--- config.mk ---
export PLATFORM = sky130hd
export DESIGN_NAME = vga_timing_monitor
export DESIGN_NICKNAME = d
export VERILOG_FILES = /design/src/rtl/vga_timing_monitor.sv
export SDC_FILE = /design/constraint.sdc
export NUM_CORES = 1
export LEC_CHECK = 0
export ABC_CLOCK_PERIOD_IN_PS = 2470
export BUFFER_PORTS_ARGS = -buffer_cell sky130_fd_sc_hd__buf_2
export CORE_MARGIN = 2
export CORE_UTILIZATION = 35
export DETAILED_ROUTE_END_ITERATION = 16
export PLACE_DENSITY = 0.65
export SYNTH_ARGS = -nofsm -noshare
export SYNTH_HDL_FRONTEND = slang
export SYNTH_SLANG_ARGS = --single-unit
--- constraint.sdc ---
create_clock -name CLK1_50 -period 2.47 [get_ports CLK1_50]
set_input_delay 0.1235 -clock CLK1_50 [delete_from_list [all_inputs] [get_ports CLK1_50]]
set_output_delay 0.1235 -clock CLK1_50 [all_outputs]
set_load 0.1 [all_outputs]
--- src/rtl/vga_timing_monitor.sv ---
// VGA raster timing monitor: measures HS/VS timing and lit pixels, and checks them against the
// expected raster. Define VGA_MON_TIMEOUT_EN to add a watchdog against a dead vertical sync.
module vga_timing_monitor #(
    parameter int unsigned PIX_DIV     = 2,
    parameter int unsigned H_TOTAL     = 800,
    parameter int unsigned H_SYNC      = 96,
    parameter int unsigned V_TOTAL     = 525,
    parameter int unsigned V_SYNC      = 2,
    parameter bit          SYNC_NEG    = 1'b1,
    parameter int unsigned LOCK_FRAMES = 2
) (
    input  logic        CLK1_50,
    input  logic        RESET,
    input  logic [3:0]  VGA_R,
    input  logic [3:0]  VGA_G,
    input  logic [3:0]  VGA_B,
    input  logic        VGA_HS,
    input  logic        VGA_VS,
    input  logic        ERR_CLR,
    output logic [15:0] LINE_LEN,
    output logic [15:0] HS_WIDTH,
    output logic [15:0] FRAME_LINES,
    output logic [15:0] VS_WIDTH,
    output logic [19:0] LIT_PIX,
    output logic [15:0] FRAME_CNT,
    output logic        LOCKED,
    output logic [3:0]  ERR
);

    localparam int unsigned DIV_W = (PIX_DIV > 1) ? $clog2(PIX_DIV) : 1;
    localparam logic [DIV_W-1:0] DIV_MAX = DIV_W'(PIX_DIV - 1);

    typedef enum logic [1:0] {StAcquire, StMeasure, StTrack} state_e;

    function automatic logic [15:0] sat16(input logic [15:0] v);
        return (v == 16'hFFFF) ? v : v + 16'd1;
    endfunction

    function automatic logic [19:0] sat20(input logic [19:0] v);
        return (v == 20'hFFFFF) ? v : v + 20'd1;
    endfunction

    state_e           r_state;
    state_e           w_state_nxt;
    logic [DIV_W-1:0] r_div;
    logic [11:0]      r_rgb;
    logic             r_hs_a;
    logic             r_vs_a;
    logic             r_hs_p;
    logic             r_vs_p;
    logic [15:0]      r_pix_cnt;
    logic [15:0]      r_hs_cnt;
    logic [15:0]      r_line_cnt;
    logic [15:0]      r_vsw_cnt;
    logic [19:0]      r_lit_acc;
    logic             r_have_edge;
    logic [15:0]      r_line_len;
    logic [15:0]      r_hs_width;
    logic [15:0]      r_frame_lines;
    logic [15:0]      r_vs_width;
    logic [19:0]      r_lit_pix;
    logic [15:0]      r_frame_cnt;
    logic             r_locked;
    logic [15:0]      r_clean;
    logic             r_dirty;
    logic [3:0]       r_err;

    logic             w_pix_en;
    logic             w_hs_lead;
    logic             w_hs_trail;
    logic             w_vs_lead;
    logic             w_vs_trail;
    logic             w_lit;
    logic [15:0]      w_frame_lines_new;
    logic             w_capture;
    logic             w_cmp;
    logic             w_cap_line;
    logic             w_cap_hsw;
    logic             w_cap_fl;
    logic             w_cap_vsw;
    logic [3:0]       w_mis;
    logic             w_timeout;
    logic [3:0]       w_err_set;

    // Pixel-rate strobe: one CLK1_50 cycle in PIX_DIV.
    always_ff @(posedge CLK1_50) begin
        if (RESET) begin
            r_div <= '0;
        end else if (r_div == DIV_MAX) begin
            r_div <= '0;
        end else begin
            r_div <= r_div + 1'b1;
        end
    end

    assign w_pix_en = (r_div == '0);

    // Syncs are held as active-level so the reset value means "inactive".
    always_ff @(posedge CLK1_50) begin
        if (RESET) begin
            r_rgb  <= '0;
            r_hs_a <= 1'b0;
            r_vs_a <= 1'b0;
            r_hs_p <= 1'b0;
            r_vs_p <= 1'b0;
        end else begin
            r_rgb  <= {VGA_R, VGA_G, VGA_B};
            r_hs_a <= VGA_HS ^ SYNC_NEG;
            r_vs_a <= VGA_VS ^ SYNC_NEG;
            if (w_pix_en) begin
                r_hs_p <= r_hs_a;
                r_vs_p <= r_vs_a;
            end
        end
    end

    assign w_hs_lead  = w_pix_en & r_hs_a & ~r_hs_p;
    assign w_hs_trail = w_pix_en & ~r_hs_a & r_hs_p;
    assign w_vs_lead  = w_pix_en & r_vs_a & ~r_vs_p;
    assign w_vs_trail = w_pix_en & ~r_vs_a & r_vs_p;
    assign w_lit      = (|r_rgb) & ~r_hs_a & ~r_vs_a;

    // A line starting together with VS belongs to the frame being closed.
    assign w_frame_lines_new = w_hs_lead ? sat16(r_line_cnt) : r_line_cnt;

    assign w_capture  = (r_state != StAcquire);
    assign w_cmp      = (r_state == StTrack);
    assign w_cap_line = w_hs_lead & r_have_edge & w_capture;
    assign w_cap_hsw  = w_hs_trail & w_capture;
    assign w_cap_fl   = w_vs_lead & w_capture;
    assign w_cap_vsw  = w_vs_trail & w_capture;

    assign w_mis[0] = w_cmp & w_cap_line & (r_pix_cnt != 16'(H_TOTAL));
    assign w_mis[1] = w_cmp & w_cap_hsw & (r_hs_cnt != 16'(H_SYNC));
    assign w_mis[2] = w_cmp & w_cap_fl & (w_frame_lines_new != 16'(V_TOTAL));
    assign w_mis[3] = w_cmp & w_cap_vsw & (r_vsw_cnt != 16'(V_SYNC));

`ifdef VGA_MON_TIMEOUT_EN
    localparam logic [31:0] WDOG_LIMIT = 32'(2 * H_TOTAL * V_TOTAL);

    logic [31:0] r_wdog;

    always_ff @(posedge CLK1_50) begin
        if (RESET || w_vs_lead || w_timeout) begin
            r_wdog <= '0;
        end else if (w_pix_en) begin
            r_wdog <= r_wdog + 32'd1;
        end
    end

    assign w_timeout = w_pix_en & ~w_vs_lead & ((r_wdog + 32'd1) == WDOG_LIMIT);
`else
    assign w_timeout = 1'b0;
`endif

    assign w_err_set = w_mis | {1'b0, w_timeout, 2'b00};

    // Running counters; all saturate rather than wrap.
    always_ff @(posedge CLK1_50) begin
        if (RESET) begin
            r_pix_cnt   <= '0;
            r_hs_cnt    <= '0;
            r_line_cnt  <= '0;
            r_vsw_cnt   <= '0;
            r_lit_acc   <= '0;
            r_have_edge <= 1'b0;
        end else if (w_pix_en) begin
            r_pix_cnt <= w_hs_lead ? 16'd1 : sat16(r_pix_cnt);

            if (w_hs_lead) begin
                r_hs_cnt <= 16'd1;
            end else if (r_hs_a) begin
                r_hs_cnt <= sat16(r_hs_cnt);
            end

            if (w_vs_lead) begin
                r_line_cnt <= '0;
                r_vsw_cnt  <= w_hs_lead ? 16'd1 : 16'd0;
                r_lit_acc  <= '0;
            end else begin
                if (w_hs_lead) begin
                    r_line_cnt <= sat16(r_line_cnt);
                end
                if (w_hs_lead && r_vs_a) begin
                    r_vsw_cnt <= sat16(r_vsw_cnt);
                end
                if (w_lit) begin
                    r_lit_acc <= sat20(r_lit_acc);
                end
            end

            if (w_timeout) begin
                r_have_edge <= 1'b0;
            end else if (w_hs_lead) begin
                r_have_edge <= 1'b1;
            end
        end
    end

    always_ff @(posedge CLK1_50) begin
        if (RESET) begin
            r_line_len    <= '0;
            r_hs_width    <= '0;
            r_frame_lines <= '0;
            r_vs_width    <= '0;
            r_lit_pix     <= '0;
            r_frame_cnt   <= '0;
        end else begin
            if (w_cap_line) r_line_len <= r_pix_cnt;
            if (w_cap_hsw)  r_hs_width <= r_hs_cnt;
            if (w_cap_vsw)  r_vs_width <= r_vsw_cnt;
            if (w_cap_fl) begin
                r_frame_lines <= w_frame_lines_new;
                r_lit_pix     <= r_lit_acc;
            end
            if (w_vs_lead) r_frame_cnt <= r_frame_cnt + 16'd1;
        end
    end

    // Lock tracking: a frame is clean only if nothing mismatched between its VS leading edges.
    always_ff @(posedge CLK1_50) begin
        if (RESET) begin
            r_locked <= 1'b0;
            r_clean  <= '0;
            r_dirty  <= 1'b0;
            r_err    <= '0;
        end else begin
            r_err <= (ERR_CLR ? 4'b0000 : r_err) | w_err_set;

            if (w_vs_lead) begin
                r_dirty <= 1'b0;
            end else if (|w_mis) begin
                r_dirty <= 1'b1;
            end

            if ((|w_mis) || w_timeout) begin
                r_locked <= 1'b0;
                r_clean  <= '0;
            end else if (w_vs_lead && w_cmp) begin
                if (r_dirty) begin
                    r_clean <= '0;
                end else begin
                    r_clean <= sat16(r_clean);
                    if ((32'(r_clean) + 32'd1) >= LOCK_FRAMES) begin
                        r_locked <= 1'b1;
                    end
                end
            end
        end
    end

    always_ff @(posedge CLK1_50) begin
        if (RESET) begin
            r_state <= StAcquire;
        end else begin
            r_state <= w_state_nxt;
        end
    end

    always_comb begin
        w_state_nxt = r_state;
        unique case (r_state)
            StAcquire: if (w_vs_lead) w_state_nxt = StMeasure;
            StMeasure: if (w_vs_lead) w_state_nxt = StTrack;
            StTrack:   w_state_nxt = StTrack;
            default:   w_state_nxt = StAcquire;
        endcase
        if (w_timeout) begin
            w_state_nxt = StAcquire;
        end
    end

    assign LINE_LEN    = r_line_len;
    assign HS_WIDTH    = r_hs_width;
    assign FRAME_LINES = r_frame_lines;
    assign VS_WIDTH    = r_vs_width;
    assign LIT_PIX     = r_lit_pix;
    assign FRAME_CNT   = r_frame_cnt;
    assign LOCKED      = r_locked;
    assign ERR         = r_err;

endmodule

* Word level (Yosys, flattened, before mapping) *
Index checks and enable logic that the tools add are counted.

cells by class
  $add $sub $neg = 9
  order comparisons = 1
  equal/unequal tests = 19
  mux-type cells = 21
  bitwise gates (word level) = 32
  reductions and logical operators = 20

operator list
  kind                                                                                  number
  16-bit 2-to-1 mux                                                                     13
  16-bit by 1-bit adder with 16-bit output, second input constant                       6
  16-bit == test, second input constant                                                 5
  20-bit 2-to-1 mux                                                                     3
  16-bit by 10-bit != test with 1-bit output, second input constant                     2
  1-bit AND                                                                             23
  20-bit by 1-bit adder with 20-bit output, second input constant                       1
  20-bit == test, second input constant                                                 1
  16-bit by 1-bit adder with 17-bit output, second input constant                       1
  17-bit by 2-bit greater-or-equal comparator with 1-bit output, second input constant  1
  16-bit by 2-bit != test with 1-bit output, second input constant                      1
  16-bit by 7-bit != test with 1-bit output, second input constant                      1
  2-bit != test, second input constant                                                  7
  3-bit AND reduction                                                                   4
  12-bit OR reduction                                                                   1
  1-bit inverter                                                                        8
  2-bit AND reduction                                                                   4
  2-bit nonzero test                                                                    4
  2-bit case mux with 3 select lines                                                    1
  5-bit OR reduction                                                                    1
  2-bit 2-to-1 mux                                                                      2
  4-bit 2-to-1 mux                                                                      1
  4-bit OR                                                                              1
  2-bit OR reduction                                                                    2
  other kinds (7)                                                                       8

word-level totals
  register bits after elaboration = 226
  output and inout bits = 105

* Longest topological paths before layout *
Gate-level depths: netlist of run 1.

  depth after elaboration = 8
  depth in mapped cells = 11

* Worst setup path before layout of run 1 *
No wires, ideal clock.

  kind = register to register
  start = reg r_line_cnt[0]
  end = reg r_clean[0]
  library setup time = 114 ps
  arrival time = 2,470 ps
  setup slack = -115 ps
  cell stages (with the launch flop) = 12
  buffers on the path = 3
  period minus slack after synthesis = 2,585 ps
  path through = dfxtp_1 > ha_1 > clkbuf_2 > nand4_4 > or4b_1 > buf_2 > and4_1 > o2111ai_2 > nor4_4 > a21oi_4 > buf_6 > nor2_2

on the way
  longest elaborated chain between the ends = 6
  elaborated cells on any way between the ends = 7

ends and longest elaborated chain
  element                                                                     line  source
  start: declaration                                                          53    logic [15:0] r_line_cnt;
  start signal: assignment                                                    182   r_line_cnt <= sat16(r_line_cnt);
  16-bit by 1-bit adder with 16-bit output or 16-bit == test (tied branches)  36    return (v == 16'hFFFF) ? v : v + 16'd1;
  16-bit 2-to-1 mux                                                           --
  16-bit 2-to-1 mux (*)                                                       124   assign w_frame_lines_new = w_hs_lead ? sat16(r_line_cnt) : r_line_cnt;
  16-bit by 10-bit != test with 1-bit output (*)                              135   assign w_mis[2] = w_cmp & w_cap_fl & (w_frame_lines_new != 16'(V_TOTAL));
  1-bit AND (*)                                                               135
  5-bit OR reduction (no line) (*)                                            --
  end signal: assignment                                                      243   r_clean <= sat16(r_clean);
  end: declaration                                                            64    logic [15:0] r_clean;

Every way passes the cells marked *; elsewhere a longest branch is shown, timed or not.
A chain may end at the register's enable or synchronous reset.

* Final worst setup path of run 1 *
  start = reg r_hs_cnt[3]
  end = reg r_clean[3]

on the way
  longest elaborated chain between the ends = 3

ends and longest elaborated chain
  element                                    line  source
  start: declaration                         52    logic [15:0] r_hs_cnt;
  start signal: assignment                   173   r_hs_cnt <= sat16(r_hs_cnt);
  16-bit by 7-bit != test with 1-bit output  134   assign w_mis[1] = w_cmp & w_cap_hsw & (r_hs_cnt != 16'(H_SYNC));
  1-bit AND                                  134
  5-bit OR reduction (no line)               --

Every way passes these cells.

==> flow_summary.html, run 1 <==
<table>
<tr><th>Metric</th><th>Value</th></tr>
<tr><th colspan="2">Route</th></tr>
<tr><td>DRT antenna net count</td><td>0</td></tr>
<tr><td>Met2 wire len</td><td>11.9 mm</td></tr>
<tr><td>Uppermost routed layer</td><td>met4</td></tr>
<tr><td>DR WL/cell</td><td>14.1 µm</td></tr>
<tr><td>DR DRC count</td><td>0</td></tr>
<tr><td>Total number of vias</td><td>8810</td></tr>
<tr><td>DRC marker count from the first detailed-route iteration</td><td>514</td></tr>
<tr><td>Routed WL</td><td>25.1 mm</td></tr>
<tr><td>Post-Route M1 WL</td><td>11.5 mm</td></tr>
<tr><td>WL met3</td><td>1.20 mm</td></tr>
<tr><td>DR vias/cell</td><td>4.95</td></tr>
<tr><td>Iteration count of the initial detailed-routing pass</td><td>5</td></tr>
<tr><th colspan="2">Pwr</th></tr>
<tr><td>Internal power component</td><td>6.34 mW</td></tr>
<tr><td>Portion of total power attributed to the clock network</td><td>49.7%</td></tr>
<tr><td>Net load switching power</td><td>1.82 mW</td></tr>
<tr><td>Switching power as a share of total power</td><td>22.3%</td></tr>
<tr><td>Overall power after layout</td><td>8.16 mW</td></tr>
<tr><td>Relative contribution of sequential cells to total power</td><td>45.5%</td></tr>
<tr><td>Proportion of power drawn by combinational gates</td><td>4.8%</td></tr>
<tr><td>Worst VDD drop</td><td>0.000562 V</td></tr>
<tr><td>Leakage</td><td>4.89 nW</td></tr>
<tr><td>Power density normalized to cell area</td><td>642 nW/µm²</td></tr>
<tr><th colspan="2">Clocking</th></tr>
<tr><td>Worst skew pair latency</td><td>520 ps</td></tr>
<tr><td>H-tree lvl count</td><td>1</td></tr>
<tr><td>Clock tree root driver cell</td><td>sky130_fd_sc_hd__clkbuf_16</td></tr>
<tr><td>Clk buf depth</td><td>3</td></tr>
<tr><td>Clock tree from TritonCTS</td><td>yes</td></tr>
<tr><td>Number of buffers created by CTS</td><td>26</td></tr>
<tr><td>Clock transition at the registers of the reported paths</td><td>60 ps</td></tr>
<tr><td>Clk sinks</td><td>226</td></tr>
<tr><th colspan="2">Timing</th></tr>
<tr><td>Measured slew at the worst slew-check pin</td><td>700 ps</td></tr>
<tr><td>Max Clk Rate</td><td>414 MHz</td></tr>
<tr><td>Total count of hold-check failures in the final report</td><td>0</td></tr>
<tr><td>Setup slack after layout</td><td>55.8 ps</td></tr>
<tr><td>Pins Over Slew Limit</td><td>0</td></tr>
<tr><td>Rel. slew slack</td><td>53.2%</td></tr>
<tr><td>Setup repair after global routing missed its margin</td><td>true</td></tr>
<tr><td>Period minus WS final</td><td>2410 ps</td></tr>
<tr><td>Post-route clock skew</td><td>13.9 ps</td></tr>
<tr><td>Crit share post-route</td><td>97.7%</td></tr>
<tr><td>Final-report setup violation count</td><td>0</td></tr>
<tr><th colspan="2">Yosys</th></tr>
<tr><td>Post-synth net total</td><td>1209</td></tr>
<tr><td>Per-instance average area after synthesis</td><td>8.34 µm²</td></tr>
<tr><td>Post-synth ARST share</td><td>0%</td></tr>
<tr><td>Netlist Area Pre-Place</td><td>9820 µm²</td></tr>
<tr><td>Register area share after synthesis</td><td>46.1%</td></tr>
<tr><td>Count of distinct cell types in the synthesized netlist</td><td>66</td></tr>
<tr><td>Post-synth top flop</td><td>sky130_fd_sc_hd__dfxtp_1</td></tr>
<tr><td>Count of mapped cells out of synthesis</td><td>1178</td></tr>
<tr><td>Count of warnings emitted by yosys</td><td>0</td></tr>
<tr><td>Post-synthesis sequential element count</td><td>226</td></tr>
<tr><td>EDFF count, synth</td><td>0</td></tr>
<tr><th colspan="2">Run</th></tr>
<tr><td>Max cap viols</td><td>0</td></tr>
<tr><th colspan="2">Setup path</th></tr>
<tr><td>Kind of end point of the critical path</td><td>flop</td></tr>
<tr><td>Slowest library cell on the worst path</td><td>sky130_fd_sc_hd__or4_1</td></tr>
<tr><td>Launch instance of the worst register-to-register path</td><td>r_hs_cnt[3]$_SDFFE_PP0P_</td></tr>
<tr><td>Critical Path Fanout Max</td><td>8</td></tr>
<tr><td>Worst reg-to-reg setup slack</td><td>60 ps</td></tr>
<tr><td>Critical Path Start Type</td><td>flop</td></tr>
<tr><td>Logic depth of the worst register-to-register path</td><td>9</td></tr>
<tr><td>Reg-to-Reg End</td><td>r_clean[3]$_SDFFE_PP0P_</td></tr>
<tr><td>Required time reported for the critical path endpoint</td><td>2920 ps</td></tr>
<tr><td>Maximum cell stage delay along the critical path</td><td>530 ps</td></tr>
<tr><td>Cell chain of the critical path</td><td>or4_1 &gt; nor4_2 &gt; a41oi_1 &gt; or3_4 &gt; a211oi_4 &gt; buf_4 &gt; a21oi_4 &gt; buf_12 &gt; a21oi_2</td></tr>
<tr><td>WS Path Type</td><td>flop to flop</td></tr>
<tr><td>Data arrival at the endpoint of the critical path</td><td>2870 ps</td></tr>
<tr><th colspan="2">Layout</th></tr>
<tr><td>Count of inserted antenna diode cells</td><td>0</td></tr>
<tr><td>Final non-filler cell area</td><td>12700 µm²</td></tr>
<tr><td># nets final</td><td>1413</td></tr>
<tr><td>Most common library cell in the layout ignoring fill and taps</td><td>sky130_fd_sc_hd__dfxtp_1</td></tr>
<tr><td>Most frequent cells in the layout</td><td>sky130_fd_sc_hd__dfxtp_1 (222), sky130_fd_sc_hd__nor2_1 (181), sky130_fd_sc_hd__nand2_1 (157)</td></tr>
<tr><td>Final cell utilization of the core</td><td>45.9%</td></tr>
<tr><td>Fraction of final layout cells sized beyond drive strength 1</td><td>23.0%</td></tr>
<tr><td>Synthesis-to-finish area growth</td><td>29.3%</td></tr>
<tr><th colspan="2">Worst hold path</th></tr>
<tr><td>Classification of the worst-slack hold path</td><td>primary input to flop</td></tr>
<tr><td>Critical hold path startpoint</td><td>VGA_VS</td></tr>
<tr><td>Cell depth of the worst min-delay path</td><td>3</td></tr>
<tr><td>Worst min-delay path endpoint</td><td>r_vs_a$_SDFF_PP0_</td></tr>
<tr><th colspan="2">Placed design</th></tr>
<tr><td>Placement Cell Area</td><td>11400 µm²</td></tr>
<tr><td>Buffers added on ports</td><td>121</td></tr>
<tr><td>Gpl congestion</td><td>0.906</td></tr>
<tr><td>Worst slack at placement</td><td>-141 ps</td></tr>
<tr><td>Half-perimeter wire length of the detailed placement result</td><td>17.5 mm</td></tr>
<tr><th colspan="2">Floorplan</th></tr>
<tr><td>Horizontal die dimension</td><td>172 µm</td></tr>
<tr><td>Die Height</td><td>172 µm</td></tr>
<tr><td>Placeable core region</td><td>27700 µm²</td></tr>
<tr><td>Row count</td><td>61</td></tr>
<tr><td>Initial Util</td><td>35.5%</td></tr>
<tr><td>Area of the die</td><td>29400 µm²</td></tr>
<tr><td>Number of top-level pins</td><td>122</td></tr>
<tr><th colspan="2">GRT</th></tr>
<tr><td>Total congestion overflow</td><td>0</td></tr>
<tr><td>Pin count of the biggest net entering global routing</td><td>47</td></tr>
<tr><td>Wire length of the first global-routing pass</td><td>40.4 mm</td></tr>
<tr><td>All-layer global routing usage</td><td>16.5%</td></tr>
<tr><td>Antenna violations before repair</td><td>0</td></tr>
<tr><td>Number of global-route vias before repair</td><td>8165</td></tr>
<tr><th colspan="2">Outcome</th></tr>
<tr><td>Status</td><td>finished clean</td></tr>
</table>
## sequential cells by signal (all words and copies together) (netlist names), 16 cells and up
signal / flops
FRAME_CNT: 16
r_hs_cnt: 16
FRAME_LINES: 16
r_line_cnt: 16
LIT_PIX: 20
r_vsw_cnt: 16
HS_WIDTH: 16
r_pix_cnt: 16
r_lit_acc: 20
VS_WIDTH: 16
LINE_LEN: 16
r_clean: 16
## power groups by stage
stage	Combinational [mW]	Sequential [mW]	Clock [mW]
4_1_cts	0.388	3.71	4.16
6_report	0.394	3.71	4.05
3_3_place_gp	0.354	3.79	0
3_5_place_dp	0.358	3.79	0
5_1_grt	0.430	3.71	4.30
2_1_floorplan	0.183	3.84	0
## layout make-up
cell class | count | area [µm²]
tap | 378 | 473
fill | 2679 | 15000
clock buffer | 34 | 732
inverter | 23 | 86.3
timing repair buffer | 233 | 1520
sequential | 226 | 4530
clock inverter | 14 | 191
multi-input combinational | 872 | 5170
## metal layers
layer | GRT usage [%] | up-vias
met1 | 21.6 | 4143
li1 | - | 4469
met2 | 28.0 | 172
met3 | 2.88 | 26
met5 | 0 | -
met4 | 4.46 | 0
## worst max-delay path, delay by kind of cell, from the launching register on
| kind | cells | cell delay [ps] |
|---|---|---|
| AO/OA/AOI/OAI | 4 | 470 |
| buffers and inverters | 2 | 330 |
| flip-flops | 1 | 310 |
| AND/OR/NAND/NOR | 3 | 1240 |
## synthesized netlist by cell type (all sizes together), types with 3 or more instances
cell | n | area share [%]
xor2 | 33 | 2.9
or3 | 22 | 1.5
nor3b | 5 | 0.43
a211oi | 22 | 1.8
nor2b | 22 | 1.4
o21ai | 33 | 1.7
nor4 | 20 | 1.4
o211ai | 3 | 0.23
and3 | 19 | 1.2
nand2 | 157 | 6.0
nand3 | 40 | 2.1
nand4 | 24 | 1.7
nor4b | 5 | 0.51
clkbuf | 47 | 1.8
nand3b | 10 | 0.76
and2 | 4 | 0.25
xnor2 | 43 | 3.8
nor3 | 25 | 1.3
mux2i | 22 | 2.2
ha | 14 | 1.8
nand2b | 7 | 0.45
dfxtp | 226 | 46
or4 | 6 | 0.50
and4 | 11 | 0.98
o2111ai | 4 | 0.42
or4b | 4 | 0.41
nor2 | 185 | 7.1
inv | 23 | 0.88
a21oi | 106 | 5.8
buf | 12 | 0.57
a31oi | 6 | 0.38
## logic make-up (layout without fill, tap and decap cells)
group | count (synthesis) | after routing | synth area share (%)
AOI/OAI and AO/OA | 187 | 189 | 11.5
xor gates and xnor gates | 76 | 76 | 6.78
adders and majority gates | 14 | 14 | 1.78
buffers and inverters | 82 | 304 | 3.26
DFF | 226 | 226 | 46.1
muxes | 23 | 23 | 2.36
and+or+nand+nor | 570 | 570 | 28.3
## worst max path at each step
stage	startpoint	end	slack, ps	depth (start not counted)
3_5_place_dp	r_vsw_cnt[8]$_SDFFE_PP0P_	r_clean[11]$_SDFFE_PP0P_	-140	7
4_1_cts	r_line_cnt[5]$_SDFFE_PP0N_	r_clean[3]$_SDFFE_PP0P_	10	8
3_3_place_gp	r_vsw_cnt[8]$_SDFFE_PP0P_	r_clean[9]$_SDFFE_PP0P_	-80	7
2_1_floorplan	r_line_cnt[0]$_SDFFE_PP0N_	r_clean[14]$_SDFFE_PP0P_	-10	11
6_report	r_hs_cnt[3]$_SDFFE_PP0P_	r_clean[3]$_SDFFE_PP0P_	60	9
5_1_grt	r_hs_cnt[3]$_SDFFE_PP0P_	r_clean[14]$_SDFFE_PP0P_	-40	9
## what timing repair did
action	4_1_cts	5_1_grt
endpoints found under the hold margin	25	0
gates cloned	2	0
buffers inserted	2	2
setup endpoints to repair	17	30
resized for setup	9	22
hold buffers	17	0
pin swaps	3	4
## stage by stage
step	hold WS, ps	setup TNS (ps)	std cells
after global placement	312	-451	1710
after CTS	291	0	1779
after global routing	323	-357	1780
after floorplan	190	-113	1178
final	320	0	1780
after detailed placement	313	-1280	1710
Power figures use the tool's default switching activity.
==> run 2, diff against run 1 <==
Settings changed: RECOVER_POWER set to 25.
==> flow_summary.html, run 2 (same netlist as run 1, synthesis figures left out) <==
<table>
<tr><th>Metric</th><th>Value</th></tr>
<tr><th colspan="2">Route</th></tr>
<tr><td>DR DRC count</td><td>0 (unchanged)</td></tr>
<tr><td>Iteration count of the initial detailed-routing pass</td><td>6 (was 5)</td></tr>
<tr><td>Post-Route M1 WL</td><td>11.6 mm (was 11.5 mm)</td></tr>
<tr><td>WL met3</td><td>1.14 mm (was 1.20 mm)</td></tr>
<tr><td>Routed WL</td><td>25.1 mm (about the same)</td></tr>
<tr><td>DRC marker count from the first detailed-route iteration</td><td>501 (was 514)</td></tr>
<tr><td>DR WL/cell</td><td>14.1 µm (about the same)</td></tr>
<tr><td>Total number of vias</td><td>8793 (was 8810)</td></tr>
<tr><td>Uppermost routed layer</td><td>met4 (unchanged)</td></tr>
<tr><td>DR vias/cell</td><td>4.94 (was 4.95)</td></tr>
<tr><td>DRT antenna net count</td><td>0 (unchanged)</td></tr>
<tr><td>Met2 wire len</td><td>11.9 mm (about the same)</td></tr>
<tr><th colspan="2">Setup path</th></tr>
<tr><td>Kind of end point of the critical path</td><td>flop (unchanged)</td></tr>
<tr><td>Worst reg-to-reg setup slack</td><td>60 ps (about the same)</td></tr>
<tr><td>Reg-to-Reg End</td><td>r_clean[2]$_SDFFE_PP0P_ (was r_clean[3]$_SDFFE_PP0P_)</td></tr>
<tr><td>WS Path Type</td><td>flop to flop (unchanged)</td></tr>
<tr><td>Critical Path Fanout Max</td><td>7 (was 8)</td></tr>
<tr><td>Logic depth of the worst register-to-register path</td><td>8 (was 9)</td></tr>
<tr><td>Required time reported for the critical path endpoint</td><td>2870 ps (was 2920 ps)</td></tr>
<tr><td>Critical Path Start Type</td><td>flop (unchanged)</td></tr>
<tr><td>Launch instance of the worst register-to-register path</td><td>r_line_cnt[6]$_SDFFE_PP0N_ (was r_hs_cnt[3]$_SDFFE_PP0P_)</td></tr>
<tr><td>Data arrival at the endpoint of the critical path</td><td>2810 ps (was 2870 ps)</td></tr>
<tr><th colspan="2">Layout</th></tr>
<tr><td>Area used by multi-input combinational logic</td><td>5170 µm² (unchanged)</td></tr>
<tr><td>Most frequent cells in the layout</td><td>sky130_fd_sc_hd__dfxtp_1 (222), sky130_fd_sc_hd__nor2_1 (181), sky130_fd_sc_hd__nand2_1 (157) (unchanged)</td></tr>
<tr><td>Filler-free cell count of the finished design</td><td>1780 (unchanged)</td></tr>
<tr><td>Final non-filler cell area</td><td>12600 µm² (was 12700 µm²)</td></tr>
<tr><td>Most common library cell in the layout ignoring fill and taps</td><td>sky130_fd_sc_hd__dfxtp_1 (unchanged)</td></tr>
<tr><td>Fraction of final layout cells sized beyond drive strength 1</td><td>18.5% (was 23.0%)</td></tr>
<tr><td>Synthesis-to-finish area growth</td><td>28.5% (was 29.3%)</td></tr>
<tr><td>Number of inserted filler cells in the final layout</td><td>2729 (was 2679)</td></tr>
<tr><td>Reg area</td><td>4530 µm² (unchanged)</td></tr>
<tr><td># nets final</td><td>1413 (unchanged)</td></tr>
<tr><td>Count of inserted antenna diode cells</td><td>0 (unchanged)</td></tr>
<tr><td>Final cell utilization of the core</td><td>45.5% (was 45.9%)</td></tr>
<tr><th colspan="2">Timing</th></tr>
<tr><td>Final-report setup violation count</td><td>0 (unchanged)</td></tr>
<tr><td>Setup repair after global routing missed its margin</td><td>true (unchanged)</td></tr>
<tr><td>Period minus WS final</td><td>2410 ps (about the same)</td></tr>
<tr><td>Pins Over Slew Limit</td><td>0 (unchanged)</td></tr>
<tr><td>Rel. slew slack</td><td>16.0% (was 53.2%)</td></tr>
<tr><td>Total count of hold-check failures in the final report</td><td>0 (unchanged)</td></tr>
<tr><td>Final TNS setup</td><td>0 ps (unchanged)</td></tr>
<tr><td>Measured slew at the worst slew-check pin</td><td>1270 ps (was 700 ps)</td></tr>
<tr><td>Post-route clock skew</td><td>13.0 ps (was 13.9 ps)</td></tr>
<tr><td>Setup slack after layout</td><td>55.9 ps (was 55.8 ps)</td></tr>
<tr><td>Post-route worst hold slack</td><td>321 ps (was 320 ps)</td></tr>
<tr><td>Crit share post-route</td><td>97.7% (about the same)</td></tr>
<tr><td>Max Clk Rate</td><td>414 MHz (about the same)</td></tr>
<tr><th colspan="2">Pwr</th></tr>
<tr><td>Proportion of power drawn by combinational gates</td><td>4.8% (about the same)</td></tr>
<tr><td>Internal power component</td><td>6.33 mW (was 6.34 mW)</td></tr>
<tr><td>Net load switching power</td><td>1.82 mW (about the same)</td></tr>
<tr><td>Overall power after layout</td><td>8.15 mW (was 8.16 mW)</td></tr>
<tr><td>Worst VDD drop</td><td>0.000562 V (about the same)</td></tr>
<tr><td>Leakage</td><td>4.61 nW (was 4.89 nW)</td></tr>
<tr><td>Power density normalized to cell area</td><td>646 nW/µm² (was 642 nW/µm²)</td></tr>
<tr><td>Portion of total power attributed to the clock network</td><td>49.7% (about the same)</td></tr>
<tr><td>Relative contribution of sequential cells to total power</td><td>45.5% (about the same)</td></tr>
<tr><td>Switching power as a share of total power</td><td>22.3% (about the same)</td></tr>
<tr><th colspan="2">Floorplan</th></tr>
<tr><td>Initial Util</td><td>35.5% (unchanged)</td></tr>
<tr><td>Row count</td><td>61 (unchanged)</td></tr>
<tr><td>Horizontal die dimension</td><td>172 µm (unchanged)</td></tr>
<tr><td>Die Height</td><td>172 µm (unchanged)</td></tr>
<tr><td>Placeable core region</td><td>27700 µm² (unchanged)</td></tr>
<tr><td>Area of the die</td><td>29400 µm² (unchanged)</td></tr>
<tr><td>Number of top-level pins</td><td>122 (unchanged)</td></tr>
<tr><th colspan="2">GRT</th></tr>
<tr><td>Antenna violations before repair</td><td>0 (unchanged)</td></tr>
<tr><td>All-layer global routing usage</td><td>16.5% (unchanged)</td></tr>
<tr><td>Wire length of the first global-routing pass</td><td>40.4 mm (unchanged)</td></tr>
<tr><td>Total congestion overflow</td><td>0 (unchanged)</td></tr>
<tr><td>Pin count of the biggest net entering global routing</td><td>47 (unchanged)</td></tr>
<tr><td>Number of global-route vias before repair</td><td>8165 (unchanged)</td></tr>
<tr><th colspan="2">Run</th></tr>
<tr><td>Max cap viols</td><td>0 (unchanged)</td></tr>
<tr><th colspan="2">Worst hold path</th></tr>
<tr><td>Worst min-delay path endpoint</td><td>r_vs_a$_SDFF_PP0_ (unchanged)</td></tr>
<tr><td>Classification of the worst-slack hold path</td><td>primary input to flop (unchanged)</td></tr>
<tr><td>Cell depth of the worst min-delay path</td><td>3 (unchanged)</td></tr>
<tr><td>Critical hold path startpoint</td><td>VGA_VS (unchanged)</td></tr>
<tr><th colspan="2">Outcome</th></tr>
<tr><td>Status</td><td>finished clean (unchanged)</td></tr>
<tr><th colspan="2">Clocking</th></tr>
<tr><td>Clock tree root driver cell</td><td>sky130_fd_sc_hd__clkbuf_16 (unchanged)</td></tr>
<tr><td>H-tree lvl count</td><td>1 (unchanged)</td></tr>
<tr><td>Clk buf depth</td><td>3 (unchanged)</td></tr>
<tr><td>Clock transition at the registers of the reported paths</td><td>60 ps (about the same)</td></tr>
<tr><td>Worst skew pair latency</td><td>520 ps (about the same)</td></tr>
<tr><td>Number of buffers created by CTS</td><td>26 (unchanged)</td></tr>
<tr><td>Clock tree from TritonCTS</td><td>yes (unchanged)</td></tr>
<tr><td>Clk sinks</td><td>226 (unchanged)</td></tr>
<tr><th colspan="2">Placed design</th></tr>
<tr><td>Gpl congestion</td><td>0.906 (unchanged)</td></tr>
<tr><td>Buffers added on ports</td><td>121 (unchanged)</td></tr>
<tr><td>Worst slack at placement</td><td>-141 ps (unchanged)</td></tr>
<tr><td>Half-perimeter wire length of the detailed placement result</td><td>17.5 mm (unchanged)</td></tr>
<tr><td>Placement Cell Area</td><td>11400 µm² (unchanged)</td></tr>
<tr><td>Cells after DPL</td><td>1710 (unchanged)</td></tr>
</table>
## run 2: cell count changes in the layout (fill, tap and decap cells not counted)
cell,previous run,this run
sky130_fd_sc_hd__clkbuf_1,4,67
sky130_fd_sc_hd__buf_4,93,91
sky130_fd_sc_hd__buf_2,120,59
## run 2: layer usage
layer  track usage, %  up-vias
met2             28.0      160
li1                 -     4471
met4             4.46        0
met1             21.6     4134
met5                0        -
met3             2.88       28
## run 2: worst max-delay path: stages (launching register included)
cell and delay, ps:
sky130_fd_sc_hd__dfxtp_1 350, sky130_fd_sc_hd__nand3_2 140, sky130_fd_sc_hd__or4_4 580, sky130_fd_sc_hd__or4_1 450
sky130_fd_sc_hd__o2111ai_2 160, sky130_fd_sc_hd__nor4_4 90, sky130_fd_sc_hd__buf_6 150, sky130_fd_sc_hd__a21oi_2 310
sky130_fd_sc_hd__a21oi_1 60
## run 2: final cells by class
class,instances,area share (%)
multi-input combinational,872,41.0
sequential,226,35.9
timing repair buffer,233,11.4
clock buffer,34,5.80
tap,378,3.75
clock inverter,14,1.52
inverter,23,0.684
## run 2: how the worst max path moves through the flow
stage	startpoint	endpoint	slack, ps
2_1_floorplan	r_line_cnt[0]$_SDFFE_PP0N_	r_clean[14]$_SDFFE_PP0P_	-10
5_1_grt	r_hs_cnt[3]$_SDFFE_PP0P_	r_clean[14]$_SDFFE_PP0P_	-40
4_1_cts	r_line_cnt[5]$_SDFFE_PP0N_	r_clean[3]$_SDFFE_PP0P_	10
6_report	r_line_cnt[6]$_SDFFE_PP0N_	r_clean[2]$_SDFFE_PP0P_	60
3_5_place_dp	r_vsw_cnt[8]$_SDFFE_PP0P_	r_clean[11]$_SDFFE_PP0P_	-140
3_3_place_gp	r_vsw_cnt[8]$_SDFFE_PP0P_	r_clean[9]$_SDFFE_PP0P_	-80
## run 2: power by group through the flow
stage	Combinational, mW	Sequential [mW]	Clock, mW
floorplan	0.183	3.84	0
global placement	0.354	3.79	0
detailed placement	0.358	3.79	0
CTS	0.388	3.71	4.16
global route	0.427	3.71	4.30
finish	0.391	3.71	4.05
## run 2: timing repair
item / 4_1_cts / 5_1_grt
pin swaps: 3 / 4
setup endpoints to repair: 17 / 30
endpoints found under the hold margin: 25 / 0
resized for setup: 9 / 22
gates cloned: 2 / 0
hold buffers: 17 / 0
setup buffers: 2 / 2
